`src/rtl/flappy_pkg.sv`:
```
// flappy_pkg: shared defaults, types and pipe arithmetic for the pipe scheduler.
// Coordinates are 12-bit unsigned pixels. The gap-centre value y is the pipe's
// vertical position; x is the pipe's right edge.
package flappy_pkg;

    localparam int unsigned DEF_SCREEN_W     = 1024;
    localparam int unsigned DEF_PIPE_W       = 64;
    localparam int unsigned DEF_PIPE_SPACING = 352;
    localparam int unsigned DEF_SPEED        = 4;
    localparam int unsigned DEF_GAP_MIN      = 192;
    localparam int unsigned DEF_GAP_Y_INIT   = 384;

    localparam logic [15:0] LFSR_SEED = 16'hACE1;

    localparam int unsigned COORD_W   = 12;
    localparam int unsigned NUM_PIPES = 3;

    typedef logic [COORD_W-1:0] coord_t;

    typedef enum logic [2:0] {
        ST_IDLE  = 3'd0,
        ST_WAIT  = 3'd1,
        ST_STEP0 = 3'd2,
        ST_STEP1 = 3'd3,
        ST_STEP2 = 3'd4
    } sched_state_e;

    typedef struct packed {
        coord_t x;
        coord_t y;
    } pipe_t;

    // Move a pipe left by spd. A pipe at or left of spd wraps to the back of
    // the queue; the add is done as x + (wrap - spd) so no intermediate value
    // ever goes below zero.
    function automatic pipe_t advance_pipe(input pipe_t  p,
                                           input coord_t spd,
                                           input coord_t wrap,
                                           input coord_t fresh_y);
        pipe_t r;
        if (p.x <= spd) begin
            r.x = p.x + (wrap - spd);
            r.y = fresh_y;
        end else begin
            r.x = p.x - spd;
            r.y = p.y;
        end
        return r;
    endfunction

    // True when the pipe's right edge crosses the bird column during this move.
    function automatic logic crosses_bird(input coord_t x_old,
                                          input coord_t x_new,
                                          input coord_t bird);
        return (x_old > bird) && (x_new <= bird);
    endfunction

endpackage

```
`src/rtl/lfsr16.sv`:
```
// lfsr16: free-running 16-bit Fibonacci LFSR, x^16+x^14+x^13+x^11+1.
// Seeded with LFSR_SEED on reset only; steps every clock.
module lfsr16
    import flappy_pkg::*;
(
    input  logic        clk,
    input  logic        rst_n,
    output logic [15:0] q
);

    logic [15:0] q_q;
    logic [15:0] q_d;
    logic        fb;

    // Next state: shift right, feedback from the tap bits into the MSB
    always_comb begin
        fb  = q_q[0] ^ q_q[2] ^ q_q[3] ^ q_q[5];
        q_d = {fb, q_q[15:1]};
        // Lock-up guard: a maximal-length sequence never yields zero, but a
        // corrupted state must not stick there forever.
        if (q_d == 16'h0000) begin
            q_d = LFSR_SEED;
        end
    end

    // State register, seeded on reset
    always_ff @(posedge clk or negedge rst_n) begin
        if (!rst_n) begin
            q_q <= LFSR_SEED;
        end else begin
            q_q <= q_d;
        end
    end

    assign q = q_q;

endmodule

```
`src/rtl/pipe_scheduler.sv`:
```
// pipe_scheduler: scrolls three pipes left once per accepted video frame,
// one pipe per clock (STEP0..STEP2), recycling pipes that leave the screen
// with a fresh random gap, and pulsing pass_pulse when a pipe crosses the bird.
// Optional build macro PIPE_SPEEDUP_EN: adds an 8-bit saturating pass counter
// and raises the scroll speed by one px for every eight passes (max +4).
module pipe_scheduler
    import flappy_pkg::*;
#(
    parameter int unsigned SCREEN_W     = DEF_SCREEN_W,
    parameter int unsigned PIPE_W       = DEF_PIPE_W,
    parameter int unsigned PIPE_SPACING = DEF_PIPE_SPACING,
    parameter int unsigned SPEED        = DEF_SPEED,
    parameter int unsigned GAP_MIN      = DEF_GAP_MIN
) (
    input  logic        clk,
    input  logic        rst_n,
    input  logic        frame_tick,
    input  logic        run,
    input  logic        clear,
    input  logic [11:0] bird_x,
    output logic [11:0] pipe1_x,
    output logic [11:0] pipe2_x,
    output logic [11:0] pipe3_x,
    output logic [11:0] pipe1_y,
    output logic [11:0] pipe2_y,
    output logic [11:0] pipe3_y,
    output logic        pass_pulse,
    output logic        busy
);

    localparam coord_t X1_INIT   = coord_t'(SCREEN_W + PIPE_W);
    localparam coord_t X2_INIT   = coord_t'(SCREEN_W + PIPE_W + PIPE_SPACING);
    localparam coord_t X3_INIT   = coord_t'(SCREEN_W + PIPE_W + 2 * PIPE_SPACING);
    localparam coord_t Y_INIT    = coord_t'(DEF_GAP_Y_INIT);
    localparam coord_t WRAP      = coord_t'(3 * PIPE_SPACING);
    localparam coord_t SPEED_C   = coord_t'(SPEED);
    localparam coord_t GAP_MIN_C = coord_t'(GAP_MIN);

    sched_state_e state_q;
    logic         pending_q;
    logic         busy_q;
    logic         pass_q;
    pipe_t        pipe_q [NUM_PIPES];

    pipe_t        cur_d;
    pipe_t        step_d;
    logic         pass_d;
    logic         in_step;
    coord_t       fresh_y;
    coord_t       speed_eff;

    logic [15:0]  lfsr_q;
    logic         unused_lfsr_hi;

    lfsr16 u_lfsr (
        .clk   (clk),
        .rst_n (rst_n),
        .q     (lfsr_q)
    );

    // Only the low nine LFSR bits feed the gap position
    assign unused_lfsr_hi = ^lfsr_q[15:9];
    assign fresh_y        = GAP_MIN_C + {3'b000, lfsr_q[8:0]};

`ifdef PIPE_SPEEDUP_EN
    logic [7:0] passes_q;
    logic [2:0] bonus;

    // Saturating count of pipes passed since reset or clear
    always_ff @(posedge clk or negedge rst_n) begin
        if (!rst_n) begin
            passes_q <= 8'd0;
        end else if (clear) begin
            passes_q <= 8'd0;
        end else if (in_step && pass_d && (passes_q != 8'hFF)) begin
            passes_q <= passes_q + 8'd1;
        end
    end

    // One extra px per eight passes, capped at four
    always_comb begin
        bonus     = (passes_q >= 8'd32) ? 3'd4 : {1'b0, passes_q[4:3]};
        speed_eff = SPEED_C + {9'd0, bonus};
    end
`else
    assign speed_eff = SPEED_C;
`endif

    assign in_step = (state_q == ST_STEP0) || (state_q == ST_STEP1) ||
                     (state_q == ST_STEP2);

    // Step datapath: move or recycle the pipe owned by the current STEP state
    always_comb begin
        case (state_q)
            ST_STEP1: cur_d = pipe_q[1];
            ST_STEP2: cur_d = pipe_q[2];
            default:  cur_d = pipe_q[0];
        endcase
        step_d = advance_pipe(cur_d, speed_eff, WRAP, fresh_y);
        pass_d = crosses_bird(cur_d.x, step_d.x, bird_x);
    end

    // Scheduler FSM with pipe, pending, busy and pass registers
    always_ff @(posedge clk or negedge rst_n) begin
        if (!rst_n) begin
            state_q     <= ST_IDLE;
            pending_q   <= 1'b0;
            busy_q      <= 1'b0;
            pass_q      <= 1'b0;
            pipe_q[0].x <= X1_INIT;
            pipe_q[1].x <= X2_INIT;
            pipe_q[2].x <= X3_INIT;
            pipe_q[0].y <= Y_INIT;
            pipe_q[1].y <= Y_INIT;
            pipe_q[2].y <= Y_INIT;
        end else if (clear) begin
            // Restart the layout from any state; the LFSR keeps running
            state_q     <= ST_IDLE;
            pending_q   <= 1'b0;
            busy_q      <= 1'b0;
            pass_q      <= 1'b0;
            pipe_q[0].x <= X1_INIT;
            pipe_q[1].x <= X2_INIT;
            pipe_q[2].x <= X3_INIT;
            pipe_q[0].y <= Y_INIT;
            pipe_q[1].y <= Y_INIT;
            pipe_q[2].y <= Y_INIT;
        end else begin
            pass_q <= 1'b0;
            case (state_q)
                ST_IDLE: begin
                    if (run) begin
                        state_q <= ST_WAIT;
                    end
                end
                ST_WAIT: begin
                    // A live tick and a stored one merge into a single update
                    if (run && (frame_tick || pending_q)) begin
                        state_q   <= ST_STEP0;
                        busy_q    <= 1'b1;
                        pending_q <= 1'b0;
                    end
                end
                ST_STEP0: begin
                    pipe_q[0] <= step_d;
                    pass_q    <= pass_d;
                    state_q   <= ST_STEP1;
                    if (frame_tick) begin
                        pending_q <= 1'b1;
                    end
                end
                ST_STEP1: begin
                    pipe_q[1] <= step_d;
                    pass_q    <= pass_d;
                    state_q   <= ST_STEP2;
                    if (frame_tick) begin
                        pending_q <= 1'b1;
                    end
                end
                ST_STEP2: begin
                    pipe_q[2] <= step_d;
                    pass_q    <= pass_d;
                    state_q   <= ST_WAIT;
                    busy_q    <= 1'b0;
                    if (frame_tick) begin
                        pending_q <= 1'b1;
                    end
                end
                default: begin
                    state_q <= ST_IDLE;
                    busy_q  <= 1'b0;
                end
            endcase
        end
    end

    assign pipe1_x    = pipe_q[0].x;
    assign pipe2_x    = pipe_q[1].x;
    assign pipe3_x    = pipe_q[2].x;
    assign pipe1_y    = pipe_q[0].y;
    assign pipe2_y    = pipe_q[1].y;
    assign pipe3_y    = pipe_q[2].y;
    assign pass_pulse = pass_q;
    assign busy       = busy_q;

endmodule

```
`config.mk`:
```
export PLATFORM = sky130hd
export DESIGN_NAME = pipe_scheduler
export DESIGN_NICKNAME = d
export VERILOG_FILES = /design/src/rtl/flappy_pkg.sv /design/src/rtl/lfsr16.sv /design/src/rtl/pipe_scheduler.sv
export SDC_FILE = /design/constraint.sdc
export NUM_CORES = 1
export LEC_CHECK = 0
export CELL_PAD_IN_SITES_DETAIL_PLACEMENT = 1
export CELL_PAD_IN_SITES_GLOBAL_PLACEMENT = 1
export CORE_UTILIZATION = 40
export DETAILED_ROUTE_END_ITERATION = 16
export PLACE_DENSITY = 0.75
export SKIP_LAST_GASP = 1
export SLEW_MARGIN = 5
export SYNTH_ARGS = -nofsm -noshare
export SYNTH_HDL_FRONTEND = slang
export SYNTH_HIERARCHICAL = 1
export SYNTH_SLANG_ARGS = --single-unit
export TNS_END_PERCENT = 1
```
`constraint.sdc`:
```
create_clock -name clk -period 10.1 [get_ports clk]
set_clock_uncertainty 0.15 [all_clocks]
set_input_delay 2.525 -clock clk [delete_from_list [all_inputs] [get_ports clk]]
set_output_delay 2.525 -clock clk [all_outputs]
set_load 0.01 [all_outputs]
```
# Yosys cells after proc, flatten, opt, wreduce, memory -nomap -nowiden
# Cells that the tools add are included.
# op_classes
addsub,3
order_cmp,3
n_eq_ne,8
muxes,20
bitwise,3
reduce_logical,14
# ops
op,n
$mux 24,4
$mux 72,1
$pmux 24 s2,1
$logic_not 16->1,1
$mux 16,1
$pmux 3 s5,1
$add 12x11->12 const B,1
$gt 12x12->1,1
$le 12x12->1,1
$le 12x3->1 const B,1
$sub 12x3->12 const B,1
$add 8x9->10 const A,1
$mux 3,3
$mux 1,7
$eq 3x2->1 const B,2
$ne 3x3->1 const B,2
$reduce_bool 2->1,3
$reduce_or 3->1,2
$pmux 1 s2,2
$reduce_and 2->1,2
$eq 3x1->1 const B,1
$eq 3x3->1 const B,1
$logic_not 3->1,1
$ne 3x1->1 const B,1
6 further kinds,9
# word_totals
reg_bits,94
output_inout_bits,74
word_cells,62

# Logic depth before layout (Yosys ltp)
# Gate-level depths: netlist of run 1.
# depth
ltp_word,8
depth_mapped,19

# By module
# The synthesis of run 1 kept the hierarchy.
# by_module_without_submodules
mod,n_inst,cells_each,area_per_inst_um2
pipe_scheduler,1,548,4860.9
lfsr16,1,40,594.3

# Least setup slack after synthesis of run 1
# Ideal clock, no wire load.
# synth_timing
path_kind,flip-flop to flip-flop
from,reg state_q[2]
to,"reg pass_q, in the netlist pass_pulse"
setup_time_ns,0.104
t_arrival_ns,3.843
slack_ns,6.004
path_stages_with_launch,20
period_less_slack_ns,4.096
path_cell_list,dfrtp_1 -> buf_2 -> buf_2 -> buf_6 -> clkbuf_1 -> nor3_1 -> a221oi_1 -> inv_1 -> ha_1 -> a31oi_1 -> nor3b_4 -> buf_6 -> xnor2_1 -> inv_1 -> ha_1 -> a21o_1 -> a21o_1 -> a21oi_1 -> o211ai_1 -> a221oi_1
# synth_between
elab_chain_len,8
# synth_rtl
item,line_no,rtl
start: declaration,pipe_scheduler.sv:39,sched_state_e state_q;
start signal: assignment,pipe_scheduler.sv:106,state_q <= ST_IDLE;
start signal: assignment,pipe_scheduler.sv:118,state_q <= ST_IDLE;
start signal: assignment,pipe_scheduler.sv:133,state_q <= ST_WAIT;
$eq 3x3->1 or $eq 3x2->1 (tied branches),"pipe_scheduler.sv:94, pipe_scheduler.sv:130",
$pmux 24 s2,pipe_scheduler.sv:94,case (state_q)
"$sub 12x3->12, or another cell as far along",flappy_pkg.sv:45,r.x = p.x - spd;
$mux 24,flappy_pkg.sv:41,if (p.x <= spd) begin
$le 12x12->1,flappy_pkg.sv:55,return (x_old > bird) && (x_new <= bird);
$logic_and 1x1->1,flappy_pkg.sv:55,
$mux 1 (*),pipe_scheduler.sv:130,case (state_q)
$mux 1 (*),pipe_scheduler.sv:116,end else if (clear) begin
end signal: assignment,pipe_scheduler.sv:146,pass_q <= pass_d;
end signal: assignment,pipe_scheduler.sv:154,pass_q <= pass_d;
end signal: assignment,pipe_scheduler.sv:162,pass_q <= pass_d;
end: declaration,pipe_scheduler.sv:42,logic pass_q;
# Mark *: on every way between the ends. The rest lies on a longest branch, timed or not.
# A chain may end at the register's enable or synchronous reset.

# Final worst setup path of run 1
# layout_timing
from,reg state_q[1]
to,"reg pass_q, in the netlist pass_pulse"
# The elaborated chain is that of the path after synthesis.

==> results of run 1 <==
==> worst paths after layout <==
| kind | slack (ns) | to | cells after the start | start |
|---|---|---|---|---|
| min reg2reg | 0.26 | u_lfsr/q[14] | 0 | u_lfsr/q[15] |
| max reg2reg | 4.74 | pass_pulse | 16 | state_q[1] |
| min in group asynchronous | 2.02 | pipe2_x[11] | 1 | rst_n |
| min | 0.26 | u_lfsr/q[14] | 0 | u_lfsr/q[15] |
| max in group asynchronous | 6.72 | u_lfsr/q[3] | 2 | rst_n |
| max | 4.74 | pass_pulse | 16 | state_q[1] |
==> state kept, by name (all words and copies together) (netlist names) <==
signal / count
u_lfsr/q: 16
pipe3_x: 12
pass_pulse: 1
pipe2_x: 12
pipe1_x: 12
state_q: 3
pipe1_y: 12
pipe3_y: 12
pending_q: 1
busy: 1
pipe2_y: 12
==> final cells by class <==
type | count | share of cell area
inverter | 31 | 0.01738
sequential | 94 | 0.3556
multi-input combinational | 417 | 0.4083
clock buffer | 9 | 0.03363
tap | 176 | 0.03288
timing repair buffer | 98 | 0.1424
clock inverter | 7 | 0.009903
==> cell families after synthesis <==
family,count (synthesis)
AOI/OAI and AO/OA,174
xor gates and xnor gates,9
adders and majority gates,25
buffers and inverters,77
DFF,94
muxes,13
and+or+nand+nor,196
==> report_power, final <==
part           switching (uW)  internal [uW]
registers                8.91            382
clock network             165            173
logic                    75.6           46.8
==> layer usage <==
metal,routed length [um],vias up,GRT usage,part of all wire
met5,0,-,0,0
li1,-,2234,-,-
met2,8797,116,0.4455,0.50
met4,314,0,0.08307,0.018
met1,7729,2451,0.3350,0.44
met3,629,21,0.03764,0.036
==> cells in the mapped netlist, types with 3 or more instances <==
cell,count,share of area
o21ai_0,24,0.022
o22ai_1,20,0.023
buf_6,6,0.012
o21bai_1,12,0.017
dfstp_2,23,0.11
buf_2,4,0.0037
nand4_1,5,0.0057
ha_1,25,0.057
o21a_1,4,0.0055
and3_1,3,0.0034
nor2_1,37,0.025
or3_1,9,0.010
dfrtp_1,71,0.33
a2bb2oi_1,3,0.0048
xnor2_1,5,0.0080
o211ai_1,6,0.0083
a22oi_1,9,0.012
nand3_1,5,0.0046
a21oi_1,42,0.039
nand3b_1,8,0.011
nor2b_1,17,0.019
a211oi_1,11,0.015
nand2_1,73,0.050
mux2i_1,11,0.020
a31oi_1,9,0.010
a21o_1,7,0.0096
clkbuf_1,32,0.022
inv_1,29,0.020
nor3b_1,8,0.011
o2111ai_2,3,0.0083
nor3_1,14,0.013
a221oi_1,6,0.0096
==> through the flow <==
step / util / instances / hold WS, ns
after floorplan: - / 588 / 0.2954
after global placement: 0.4817 / 816 / 0.2350
after detailed placement: 0.4817 / 816 / 0.2391
after CTS: 0.5037 / 832 / 0.2573
after global routing: 0.5037 / 832 / 0.2587
final: 0.5037 / 832 / 0.2557
==> critical path, stage by stage (launching register included) <==
cell      delay (ns)
dfrtp_1         0.89
or2_1           0.45
o22ai_1         0.17
a221oi_2        0.65
inv_1           0.16
ha_1            0.27
a31oi_1         0.50
nor3b_4         0.09
buf_4           0.28
xnor2_1         0.38
inv_1           0.08
ha_1            0.30
a21o_1          0.18
a21o_1          0.16
a21oi_1         0.17
o211ai_1        0.10
a221oi_1        0.25
==> report_table.html, run 1 <==
<table>
<tr><th>Metric</th><th>Value</th></tr>
<tr><th colspan="2">Run status</th></tr>
<tr><td>Run status</td><td>completed</td></tr>
<tr><th colspan="2">Clocking</th></tr>
<tr><td>Number of buffers inserted during clock tree synthesis</td><td>9</td></tr>
<tr><td>Clock root cell</td><td>clkbuf_16</td></tr>
<tr><td>Total number of H-tree levels</td><td>3</td></tr>
<tr><td>Total clock sinks</td><td>between 90 and 100</td></tr>
<tr><td>Number of hold-repair buffers added at the cts stage</td><td>0</td></tr>
<tr><td>Number of post-CTS setup repair buffers</td><td>0</td></tr>
<tr><td>Resize count post-CTS</td><td>0</td></tr>
<tr><td>TritonCTS clock tree</td><td>yes</td></tr>
<tr><td>Clock latency at the later pin of the worst-skew pair</td><td>around 0.35 ns</td></tr>
<tr><td>Clock transition at the registers of the reported paths</td><td>approximately 0.07 ns</td></tr>
<tr><td>Number of buffers between clock root and the deepest sink</td><td>2</td></tr>
<tr><th colspan="2">Global routing</th></tr>
<tr><td>Wire length of the first global-routing pass</td><td>roughly 28,000 um</td></tr>
<tr><td>Number of global-route vias before repair</td><td>between 5,000 and 6,000</td></tr>
<tr><td>Initial antenna violation count</td><td>0</td></tr>
<tr><td>Largest net degree at the start of global routing</td><td>between 50 and 60</td></tr>
<tr><td>Gr ovfl total</td><td>0</td></tr>
<tr><td>Overall global routing resource usage</td><td>0.2595</td></tr>
<tr><th colspan="2">Die</th></tr>
<tr><td>Std-Cell Rows</td><td>42</td></tr>
<tr><td># IOs</td><td>91</td></tr>
<tr><td>Area of the die</td><td>0.01411 mm2</td></tr>
<tr><td>Initial Util</td><td>0.4103</td></tr>
<tr><td>Core area</td><td>about 0.013 mm2</td></tr>
<tr><td>Die Y</td><td>roughly 120 um</td></tr>
<tr><td>Overall die width</td><td>118.8 um</td></tr>
<tr><th colspan="2">Route</th></tr>
<tr><td>Drt first-iter violations</td><td>~310</td></tr>
<tr><td>Routed vias</td><td>4,822</td></tr>
<tr><td>Overall routed net length</td><td>between 15,000 and 20,000 um</td></tr>
<tr><td>1st-pass router iterations</td><td>4</td></tr>
<tr><td>Routed wire per std cell</td><td>roughly 21 um</td></tr>
<tr><td>Post-route DRC</td><td>0</td></tr>
<tr><td>Drt via density</td><td>about 5.8</td></tr>
<tr><td>Number of nets with antenna violations after routing</td><td>0</td></tr>
<tr><th colspan="2">STA</th></tr>
<tr><td>Slew at the pin closest to its max-slew limit</td><td>0.9307 ns</td></tr>
<tr><td>Setup repair after global routing missed its margin</td><td>no</td></tr>
<tr><td>Max Transition Viols Final</td><td>0</td></tr>
<tr><td>Final-layout setup total negative slack</td><td>0 ns</td></tr>
<tr><td>Shortest period the worst path allows</td><td>around 5.4 ns</td></tr>
<tr><td>Final worst path period share</td><td>0.5309</td></tr>
<tr><td>Endpoints failing hold</td><td>0</td></tr>
<tr><td>Max transition margin</td><td>0.3773</td></tr>
<tr><td>Top achievable clock speed</td><td>roughly 0.19 GHz</td></tr>
<tr><td>Setup-failing EPs final</td><td>0</td></tr>
<tr><td>Setup ws final</td><td>4.738 ns</td></tr>
<tr><th colspan="2">Synth</th></tr>
<tr><td>Post-Synth XOR/XNOR Area</td><td>0.01720</td></tr>
<tr><td>Number of distinct library cells after synthesis</td><td>67</td></tr>
<tr><td>Netlist area before placement</td><td>roughly 0.0055 mm2</td></tr>
<tr><td>Net Count, Synth</td><td>630</td></tr>
<tr><td>Primary flip-flop cell chosen by synthesis mapping</td><td>dfrtp_1</td></tr>
<tr><td>Flops &amp; latches, synth</td><td>94</td></tr>
<tr><td>Simple-Gate Fraction of Synth Area</td><td>0.1858</td></tr>
<tr><td>Mapped Avg Cell Area</td><td>9.278 um2</td></tr>
<tr><td>Yosys warning total</td><td>6</td></tr>
<tr><td>Cells after Synth</td><td>around 590</td></tr>
<tr><td>Async S/R FF share, synth</td><td>1.000</td></tr>
<tr><td>Post-Synth Adder-Cell Area</td><td>0.05734</td></tr>
<tr><td>Multiplexer fraction of the synthesized cell area</td><td>0.02431</td></tr>
<tr><td>Main combinational cell family by area after synthesis</td><td>compound AO/OA/AOI/OAI gates</td></tr>
<tr><td>Part of the Yosys area used for sequential elements</td><td>0.4365</td></tr>
<tr><td>Count of flip-flops with a built-in enable after synthesis</td><td>0</td></tr>
<tr><td>Compound-cell area share of the yosys netlist</td><td>0.2151</td></tr>
<tr><th colspan="2">Critical path</th></tr>
<tr><td>Required time at the endpoint of the critical path</td><td>about 10 ns</td></tr>
<tr><td>Kind of start point of the critical path</td><td>flip-flop</td></tr>
<tr><td>Crit path capture type</td><td>flip-flop</td></tr>
<tr><td>Arrival time of the worst setup path</td><td>between 5 and 6 ns</td></tr>
<tr><td>Critical path peak fanout</td><td>30</td></tr>
<tr><td>Setup Crit Path Kind</td><td>flip-flop to flip-flop</td></tr>
<tr><th colspan="2">Place</th></tr>
<tr><td>Standard cell area after detailed placement</td><td>0.006405 mm2</td></tr>
<tr><td>RePlAce Congestion</td><td>~0.87</td></tr>
<tr><td>Placed wire-length estimate</td><td>between 10,000 and 15,000 um</td></tr>
<tr><td>Pre-CTS setup slack</td><td>around 4.9 ns</td></tr>
<tr><td>Port bufs</td><td>90</td></tr>
<tr><th colspan="2">Pwr</th></tr>
<tr><td>Total power</td><td>roughly 850 uW</td></tr>
<tr><td>Cell Pwr Density</td><td>roughly 130 mW/mm2</td></tr>
<tr><td>Max VDD drop</td><td>just under 0.09 mV</td></tr>
<tr><td>Leakage power summed over all cells</td><td>approximately 0.0027 uW</td></tr>
<tr><th colspan="2">Finish</th></tr>
<tr><td>Area overhead of the layout relative to synthesis</td><td>22.75%</td></tr>
<tr><td>Commonest non-fill, non-tap cell in the layout</td><td>clkdlybuf4s50_1</td></tr>
<tr><td>Design area</td><td>around 0.0067 mm2</td></tr>
<tr><td>Fraction of layout cells with a size suffix above 1</td><td>0.1098</td></tr>
<tr><td>Area used by sequential logic in the layout</td><td>0.002381 mm2</td></tr>
<tr><td>Most frequent cells in the layout</td><td>88 x clkdlybuf4s50_1, 73 x nand2_1, 71 x dfrtp_1</td></tr>
<tr><td>Multi-input logic area</td><td>0.002734 mm2</td></tr>
<tr><td># diodes</td><td>0</td></tr>
<tr><td>Fillers</td><td>roughly 1,500</td></tr>
<tr><td>Net count, final</td><td>~690</td></tr>
<tr><th colspan="2">Flow run</th></tr>
<tr><td>Count of maximum capacitance violations</td><td>0</td></tr>
<tr><th colspan="2">Hold path</th></tr>
<tr><td>Worst hold path class</td><td>flip-flop to flip-flop</td></tr>
</table>
Note: power is estimated with default switching activity, not from simulation.
==> inputs of run 2 (changes only) <==
- CORE_UTILIZATION: 40 -> 37
- PLACE_DENSITY: 0.75 -> 0.73
- clock period: 10.1 -> 4.45 ns (I/O delays scaled with it)
==> run 2 against run 1 <==
Utilization fell by 3.1 points. Final cell count up 2.2%. Critical endpoint unchanged. Clock-buffer cell count rose by 3.
==> report_table.html, run 2 (synthesized netlist as in run 1, its figures left out) <==
<table>
<tr><th>Metric</th><th>Value</th></tr>
<tr><th colspan="2">Clocking</th></tr>
<tr><td>Total number of H-tree levels</td><td>3 (unchanged)</td></tr>
<tr><td>Clock root cell</td><td>clkbuf_16</td></tr>
<tr><td>Clock transition at the registers of the reported paths</td><td>0.07 ns (about the same)</td></tr>
<tr><td>Number of post-CTS setup repair buffers</td><td>0 (unchanged)</td></tr>
<tr><td>TritonCTS clock tree</td><td>yes</td></tr>
<tr><td>Number of buffers between clock root and the deepest sink</td><td>2 (unchanged)</td></tr>
<tr><td>Number of hold-repair buffers added at the cts stage</td><td>0 (unchanged)</td></tr>
<tr><td>Clock latency at the later pin of the worst-skew pair</td><td>0.36 ns (about the same)</td></tr>
<tr><td>Resize count post-CTS</td><td>0 (unchanged)</td></tr>
<tr><td>Number of buffers inserted during clock tree synthesis</td><td>9 (unchanged)</td></tr>
<tr><td>Total clock sinks</td><td>94 (unchanged)</td></tr>
<tr><th colspan="2">STA</th></tr>
<tr><td>Endpoints failing hold</td><td>0 (unchanged)</td></tr>
<tr><td>Max Transition Viols Final</td><td>0 (unchanged)</td></tr>
<tr><td>Top achievable clock speed</td><td>0.2401 GHz (+29%)</td></tr>
<tr><td>Setup repair after global routing missed its margin</td><td>no</td></tr>
<tr><td>Final-layout setup total negative slack</td><td>0 ns (unchanged)</td></tr>
<tr><td>Setup-failing EPs final</td><td>0 (unchanged)</td></tr>
<tr><td>Final worst path period share</td><td>0.9360 (+0.4052)</td></tr>
<tr><td>Slew at the pin closest to its max-slew limit</td><td>1.156 ns (+0.2254 ns)</td></tr>
<tr><td>Shortest period the worst path allows</td><td>4.165 ns (-1.196 ns)</td></tr>
<tr><td>Max transition margin</td><td>0.2293 (-0.1479)</td></tr>
<tr><td>Hold_ws</td><td>0.2553 ns (-0.0004270 ns)</td></tr>
<tr><th colspan="2">Finish</th></tr>
<tr><td>Most frequent cells in the layout</td><td>88 x clkdlybuf4s50_1, 73 x nand2_1, 71 x dfrtp_1</td></tr>
<tr><td>Fraction of layout cells with a size suffix above 1</td><td>0.1261 (+0.01637)</td></tr>
<tr><td>Commonest non-fill, non-tap cell in the layout</td><td>clkdlybuf4s50_1</td></tr>
<tr><td>Core occupancy in the finished layout</td><td>0.4730 (-0.03072)</td></tr>
<tr><td>Area overhead of the layout relative to synthesis</td><td>25.53%</td></tr>
<tr><td>Net count, final</td><td>703 (+1.4%)</td></tr>
<tr><td>Number of flip-flops under the largest register name</td><td>16 (unchanged)</td></tr>
<tr><td># diodes</td><td>0 (unchanged)</td></tr>
<tr><th colspan="2">Global routing</th></tr>
<tr><td>Initial antenna violation count</td><td>0 (unchanged)</td></tr>
<tr><td>Gr ovfl total</td><td>0 (unchanged)</td></tr>
<tr><td>Overall global routing resource usage</td><td>0.2499 (-0.009601)</td></tr>
<tr><td>Largest net degree at the start of global routing</td><td>89 (+68%)</td></tr>
<tr><td>Number of global-route vias before repair</td><td>5,126 (+1.0%)</td></tr>
<tr><td>Wire length of the first global-routing pass</td><td>28,410 um (+0.56%)</td></tr>
<tr><th colspan="2">Route</th></tr>
<tr><td>Routed wire per std cell</td><td>21.24 um (+1.1%)</td></tr>
<tr><td>Post-route DRC</td><td>0 (unchanged)</td></tr>
<tr><td>Drt first-iter violations</td><td>272 (-13%)</td></tr>
<tr><td>Routed vias</td><td>4,841 (+0.39%)</td></tr>
<tr><td>1st-pass router iterations</td><td>5 (+1)</td></tr>
<tr><td>Drt via density</td><td>5.695 (-1.7%)</td></tr>
<tr><td>Overall routed net length</td><td>18,050 um (+3.3%)</td></tr>
<tr><td>Number of nets with antenna violations after routing</td><td>0 (unchanged)</td></tr>
<tr><th colspan="2">Die</th></tr>
<tr><td>Die Y</td><td>123.4 um (+3.9%)</td></tr>
<tr><td># IOs</td><td>91 (unchanged)</td></tr>
<tr><td>Area of the die</td><td>0.01523 mm2 (+8.0%)</td></tr>
<tr><td>Std-Cell Rows</td><td>44 (+4.8%)</td></tr>
<tr><td>Overall die width</td><td>123.4 um (+3.9%)</td></tr>
<tr><td>Core area</td><td>0.01448 mm2 (+8.9%)</td></tr>
<tr><td>Initial Util</td><td>0.3768 (-0.03354)</td></tr>
<tr><th colspan="2">Pwr</th></tr>
<tr><td>Cell Pwr Density</td><td>293.5 mW/mm2 (+130%)</td></tr>
<tr><td>Max VDD drop</td><td>0.2668 mV (+210%)</td></tr>
<tr><td>Leakage power summed over all cells</td><td>0.002820 uW (+2.6%)</td></tr>
<tr><th colspan="2">Critical path</th></tr>
<tr><td>Worst-case register-to-register setup slack</td><td>0.28 ns (-4.45 ns)</td></tr>
<tr><td>Capture point of the worst path</td><td>pass_pulse</td></tr>
<tr><td>Arrival time of the worst setup path</td><td>4.27 ns (-1.19 ns)</td></tr>
<tr><td>Required time at the endpoint of the critical path</td><td>4.55 ns (-5.65 ns)</td></tr>
<tr><td>Critical path peak fanout</td><td>29 (-3.3%)</td></tr>
<tr><td>Length in cells of the worst reg-to-reg path</td><td>15 (-1)</td></tr>
<tr><td>Setup Crit Path Kind</td><td>flip-flop to flip-flop</td></tr>
<tr><td>Crit path capture type</td><td>flip-flop</td></tr>
<tr><td>Kind of start point of the critical path</td><td>flip-flop</td></tr>
<tr><td>Crit. Startpoint</td><td>state_q[1]</td></tr>
<tr><td>Worst R2R Start</td><td>state_q[1]</td></tr>
<tr><td>End of the worst register-to-register path</td><td>pass_pulse</td></tr>
<tr><th colspan="2">Place</th></tr>
<tr><td>Placed wire-length estimate</td><td>12,680 um (+3.0%)</td></tr>
<tr><td>Port bufs</td><td>90 (unchanged)</td></tr>
<tr><td>RePlAce Congestion</td><td>0.8866 (+1.7%)</td></tr>
<tr><th colspan="2">Run status</th></tr>
<tr><td>Run status</td><td>completed</td></tr>
<tr><th colspan="2">Hold path</th></tr>
<tr><td>Worst hold path class</td><td>flip-flop to flip-flop</td></tr>
<tr><th colspan="2">Flow run</th></tr>
<tr><td>Count of maximum capacitance violations</td><td>0 (unchanged)</td></tr>
</table>
[run 2: worst min path at each step]
| stage | from | end | depth (start not counted) |
|---|---|---|---|
| after floorplan | u_lfsr/q[12] | u_lfsr/q[11] | 1 |
| after global placement | u_lfsr/q[9] | u_lfsr/q[8] | 0 |
| after detailed placement | u_lfsr/q[9] | u_lfsr/q[8] | 0 |
| after CTS | u_lfsr/q[9] | u_lfsr/q[8] | 0 |
| after global routing | u_lfsr/q[13] | u_lfsr/q[12] | 0 |
| final | u_lfsr/q[9] | u_lfsr/q[8] | 0 |
[run 2: final cells by class]
cell class	instances	area (um2)
clock inverter	4	51.30
tap	184	230.2
multi-input combinational	417	2745
clock buffer	12	266.5
inverter	31	116.4
fill	1666	7631
timing repair buffer	108	1057
sequential	94	2381
[run 2: worst max-delay path, stage by stage (launching register included)]
cell	delay, ns
dfrtp_1	0.49
or2_1	0.41
or3_1	0.40
o2111ai_2	0.15
inv_1	0.20
nor4_4	0.39
nor3b_4	0.31
buf_6	0.28
nor2_1	0.12
xnor2_1	0.14
ha_1	0.18
a21o_1	0.15
a21o_1	0.17
a21oi_1	0.14
o211ai_1	0.11
a221oi_1	0.25
[run 2: stage by stage]
step / instances / area [um2] / setup slack [ns] / total power, uW
floorplan: 588 / 5455 / 0.3535 / 1070
global placement: 834 / 6515 / 0.3746 / 1188
detailed placement: 834 / 6515 / 0.2201 / 1194
CTS: 850 / 6833 / 0.1822 / 2026
global route: 850 / 6848 / 0.04546 / 2088
finish: 850 / 6848 / 0.2847 / 2010
[run 2: report_power, final]
group	total [uW]	switching (uW)	internal, uW	leakage [uW]
clock network	827	344	483	0.000155
registers	883	14.9	868	0.00120
logic	300	182	118	0.00146
[run 2: metal layers]
metal,part of all wire,vias up,global-route usage
li1,-,2247,-
met1,0.45,2454,0.3160
met2,0.50,115,0.4204
met3,0.041,25,0.05489
met4,0.018,0,0.08283
met5,0,-,0
==> inputs of run 3 (changes only) <==
- SLEW_MARGIN: 5 -> 20
==> run 3 against run 2 <==
Maximum frequency about the same. Global-route usage unchanged. Clock-buffer cell count unchanged. Combinational power about the same. Die area unchanged. Critical path type unchanged. Largest cell class unchanged.
==> report_table.html, run 3 (synthesized netlist as in run 1, its figures left out) <==
<table>
<tr><th>Metric</th><th>Value</th></tr>
<tr><th colspan="2">STA</th></tr>
<tr><td>Hold_ws</td><td>0.2553 ns (-0.00001500 ns)</td></tr>
<tr><td>Setup repair after global routing missed its margin</td><td>no</td></tr>
<tr><td>Shortest period the worst path allows</td><td>4.165 ns (-0.0001490 ns)</td></tr>
<tr><td>Final-layout setup total negative slack</td><td>0 ns (unchanged)</td></tr>
<tr><td>Setup-failing EPs final</td><td>0 (unchanged)</td></tr>
<tr><td>Top achievable clock speed</td><td>0.2401 GHz (about the same)</td></tr>
<tr><td>Endpoints failing hold</td><td>0 (unchanged)</td></tr>
<tr><td>Final worst path period share</td><td>0.9360 (about the same)</td></tr>
<tr><td>Slew at the pin closest to its max-slew limit</td><td>0.9155 ns (-0.2405 ns)</td></tr>
<tr><td>Max Transition Viols Final</td><td>0 (unchanged)</td></tr>
<tr><td>Max transition margin</td><td>0.3874 (+0.1581)</td></tr>
<tr><th colspan="2">Pwr</th></tr>
<tr><td>Share of power burned in the clock network</td><td>0.412 (about the same)</td></tr>
<tr><td>Internal cell power</td><td>1469 uW (about the same)</td></tr>
<tr><td>Leakage power summed over all cells</td><td>0.002821 uW (about the same)</td></tr>
<tr><td>Max VDD drop</td><td>0.2668 mV (about the same)</td></tr>
<tr><td>Cell Pwr Density</td><td>293.5 mW/mm2 (about the same)</td></tr>
<tr><td>Switching part of the total power</td><td>0.2694 (about the same)</td></tr>
<tr><td>Comb pwr share</td><td>0.149 (about the same)</td></tr>
<tr><td>Switching power</td><td>541.9 uW (+0.15%)</td></tr>
<tr><td>Part of the power in registers</td><td>0.439 (about the same)</td></tr>
<tr><th colspan="2">Critical path</th></tr>
<tr><td>Crit. Startpoint</td><td>state_q[1]</td></tr>
<tr><td>Length in cells of the worst reg-to-reg path</td><td>15 (unchanged)</td></tr>
<tr><td>Arrival time of the worst setup path</td><td>4.27 ns (about the same)</td></tr>
<tr><td>Worst R2R Start</td><td>state_q[1]</td></tr>
<tr><td>Setup Crit Path Kind</td><td>flip-flop to flip-flop</td></tr>
<tr><td>Required time at the endpoint of the critical path</td><td>4.56 ns (about the same)</td></tr>
<tr><td>Critical path peak fanout</td><td>29 (unchanged)</td></tr>
<tr><td>Kind of start point of the critical path</td><td>flip-flop</td></tr>
<tr><td>Crit path capture type</td><td>flip-flop</td></tr>
<tr><th colspan="2">Clocking</th></tr>
<tr><td>Clock root cell</td><td>clkbuf_16</td></tr>
<tr><td>Clock latency at the later pin of the worst-skew pair</td><td>0.36 ns (about the same)</td></tr>
<tr><td>Number of buffers between clock root and the deepest sink</td><td>2 (unchanged)</td></tr>
<tr><td>Total clock sinks</td><td>94 (unchanged)</td></tr>
<tr><td>TritonCTS clock tree</td><td>yes</td></tr>
<tr><td>Clock transition at the registers of the reported paths</td><td>0.07 ns (about the same)</td></tr>
<tr><td>Number of buffers inserted during clock tree synthesis</td><td>9 (unchanged)</td></tr>
<tr><td>Total number of H-tree levels</td><td>3 (unchanged)</td></tr>
<tr><td>Number of post-CTS setup repair buffers</td><td>0 (unchanged)</td></tr>
<tr><th colspan="2">Global routing</th></tr>
<tr><td>Gr ovfl total</td><td>0 (unchanged)</td></tr>
<tr><td>Number of global-route vias before repair</td><td>5,126 (unchanged)</td></tr>
<tr><td>Initial antenna violation count</td><td>0 (unchanged)</td></tr>
<tr><td>Overall global routing resource usage</td><td>0.2499 (unchanged)</td></tr>
<tr><td>Wire length of the first global-routing pass</td><td>28,410 um (unchanged)</td></tr>
<tr><td>Largest net degree at the start of global routing</td><td>89 (unchanged)</td></tr>
<tr><th colspan="2">Place</th></tr>
<tr><td>RePlAce Congestion</td><td>0.8866 (unchanged)</td></tr>
<tr><td># placed instances</td><td>834 (unchanged)</td></tr>
<tr><td>Port bufs</td><td>90 (unchanged)</td></tr>
<tr><td>Placed wire-length estimate</td><td>12,680 um (unchanged)</td></tr>
<tr><th colspan="2">Run status</th></tr>
<tr><td>Run status</td><td>completed</td></tr>
<tr><th colspan="2">Die</th></tr>
<tr><td>Overall die width</td><td>123.4 um (unchanged)</td></tr>
<tr><td># IOs</td><td>91 (unchanged)</td></tr>
<tr><td>Die Y</td><td>123.4 um (unchanged)</td></tr>
<tr><td>Core area</td><td>0.01448 mm2 (unchanged)</td></tr>
<tr><td>Std-Cell Rows</td><td>44 (unchanged)</td></tr>
<tr><td>Area of the die</td><td>0.01523 mm2 (unchanged)</td></tr>
<tr><td>Initial Util</td><td>0.3768 (unchanged)</td></tr>
<tr><th colspan="2">Finish</th></tr>
<tr><td>Count of placed standard cells in the final layout, fillers left out</td><td>850 (unchanged)</td></tr>
<tr><td>Net count, final</td><td>703 (unchanged)</td></tr>
<tr><td>Most frequent cells in the layout</td><td>88 x clkdlybuf4s50_1, 73 x nand2_1, 71 x dfrtp_1</td></tr>
<tr><td># diodes</td><td>0 (unchanged)</td></tr>
<tr><td>Commonest non-fill, non-tap cell in the layout</td><td>clkdlybuf4s50_1</td></tr>
<tr><td>Fraction of layout cells with a size suffix above 1</td><td>0.1261 (unchanged)</td></tr>
<tr><td>Area overhead of the layout relative to synthesis</td><td>25.60% (about the same)</td></tr>
<tr><td>Number of flip-flops under the largest register name</td><td>16 (unchanged)</td></tr>
<tr><th colspan="2">Hold path</th></tr>
<tr><td>Worst hold path class</td><td>flip-flop to flip-flop</td></tr>
<tr><td>Number of cells on the worst hold path</td><td>0 (unchanged)</td></tr>
<tr><td>Start point of the worst min-delay path</td><td>u_lfsr/q[9]</td></tr>
<tr><th colspan="2">Route</th></tr>
<tr><td>Overall routed net length</td><td>18,080 um (+0.14%)</td></tr>
<tr><td>Drt via density</td><td>5.705 (+0.17%)</td></tr>
<tr><td>Routed vias</td><td>4,849 (+0.17%)</td></tr>
<tr><td>1st-pass router iterations</td><td>4 (-1)</td></tr>
<tr><td>Post-route DRC</td><td>0 (unchanged)</td></tr>
<tr><td>Drt first-iter violations</td><td>272 (unchanged)</td></tr>
<tr><td>Routed wire per std cell</td><td>21.27 um (+0.14%)</td></tr>
<tr><td>Number of nets with antenna violations after routing</td><td>0 (unchanged)</td></tr>
<tr><th colspan="2">Flow run</th></tr>
<tr><td>Count of maximum capacitance violations</td><td>0 (unchanged)</td></tr>
</table>
## run 3: final timing paths
path	end	slack, ns
worst max-delay path	pass_pulse	0.28
worst min-delay path	u_lfsr/q[8]	0.26
worst max register to register	pass_pulse	0.28
worst min register to register	u_lfsr/q[8]	0.26
max in group asynchronous	u_lfsr/q[15]	2.73
min in group asynchronous	pipe2_x[9]	0.66
## run 3: power by group through the flow
stage | clock network, uW | registers [uW] | logic, uW
after floorplan | 0 | 896 | 174
after global placement | 0 | 897 | 291
after detailed placement | 0 | 898 | 296
after CTS | 844 | 883 | 299
after global routing | 874 | 884 | 330
final | 828 | 883 | 300
## run 3: metrics by stage
| stage | power, uW | cell area [um2] | utilization | setup slack [ns] |
|---|---|---|---|---|
| floorplan | 1070 | 5455 | - | 0.3535 |
| global placement | 1188 | 6515 | 0.4500 | 0.3746 |
| CTS | 2026 | 6833 | 0.4719 | 0.1822 |
| detailed placement | 1194 | 6515 | 0.4500 | 0.2201 |
| global route | 2088 | 6852 | 0.4732 | 0.04546 |
| finish | 2011 | 6852 | 0.4732 | 0.2848 |
## run 3: worst max-delay path, stage by stage, from the launching register on
cell	delay, ns
dfrtp_1	0.49
or2_1	0.41
or3_1	0.40
o2111ai_2	0.15
inv_1	0.20
nor4_4	0.39
nor3b_4	0.31
buf_6	0.28
nor2_1	0.12
xnor2_1	0.14
ha_1	0.18
a21o_1	0.15
a21o_1	0.17
a21oi_1	0.14
o211ai_1	0.11
a221oi_1	0.25
## run 3: routing by layer
metal | up-vias | global-route usage | wire (um)
li1 | 2248 | - | -
met1 | 2457 | 0.3160 | 8083
met2 | 118 | 0.4204 | 8951
met3 | 26 | 0.05489 | 724
met4 | 0 | 0.08283 | 320
met5 | - | 0 | 0
## run 3: repair_timing
action,CTS,global route
hold buffers,0,0
gates resized for setup,0,3
endpoints found under the setup margin,0,1
## run 3: layout make-up
cell class	count	area (um2)
timing repair buffer	108	1061
clock inverter	4	51.30
inverter	31	116.4
clock buffer	12	266.5
tap	184	230.2
multi-input combinational	417	2745
fill	1664	7627
sequential	94	2381
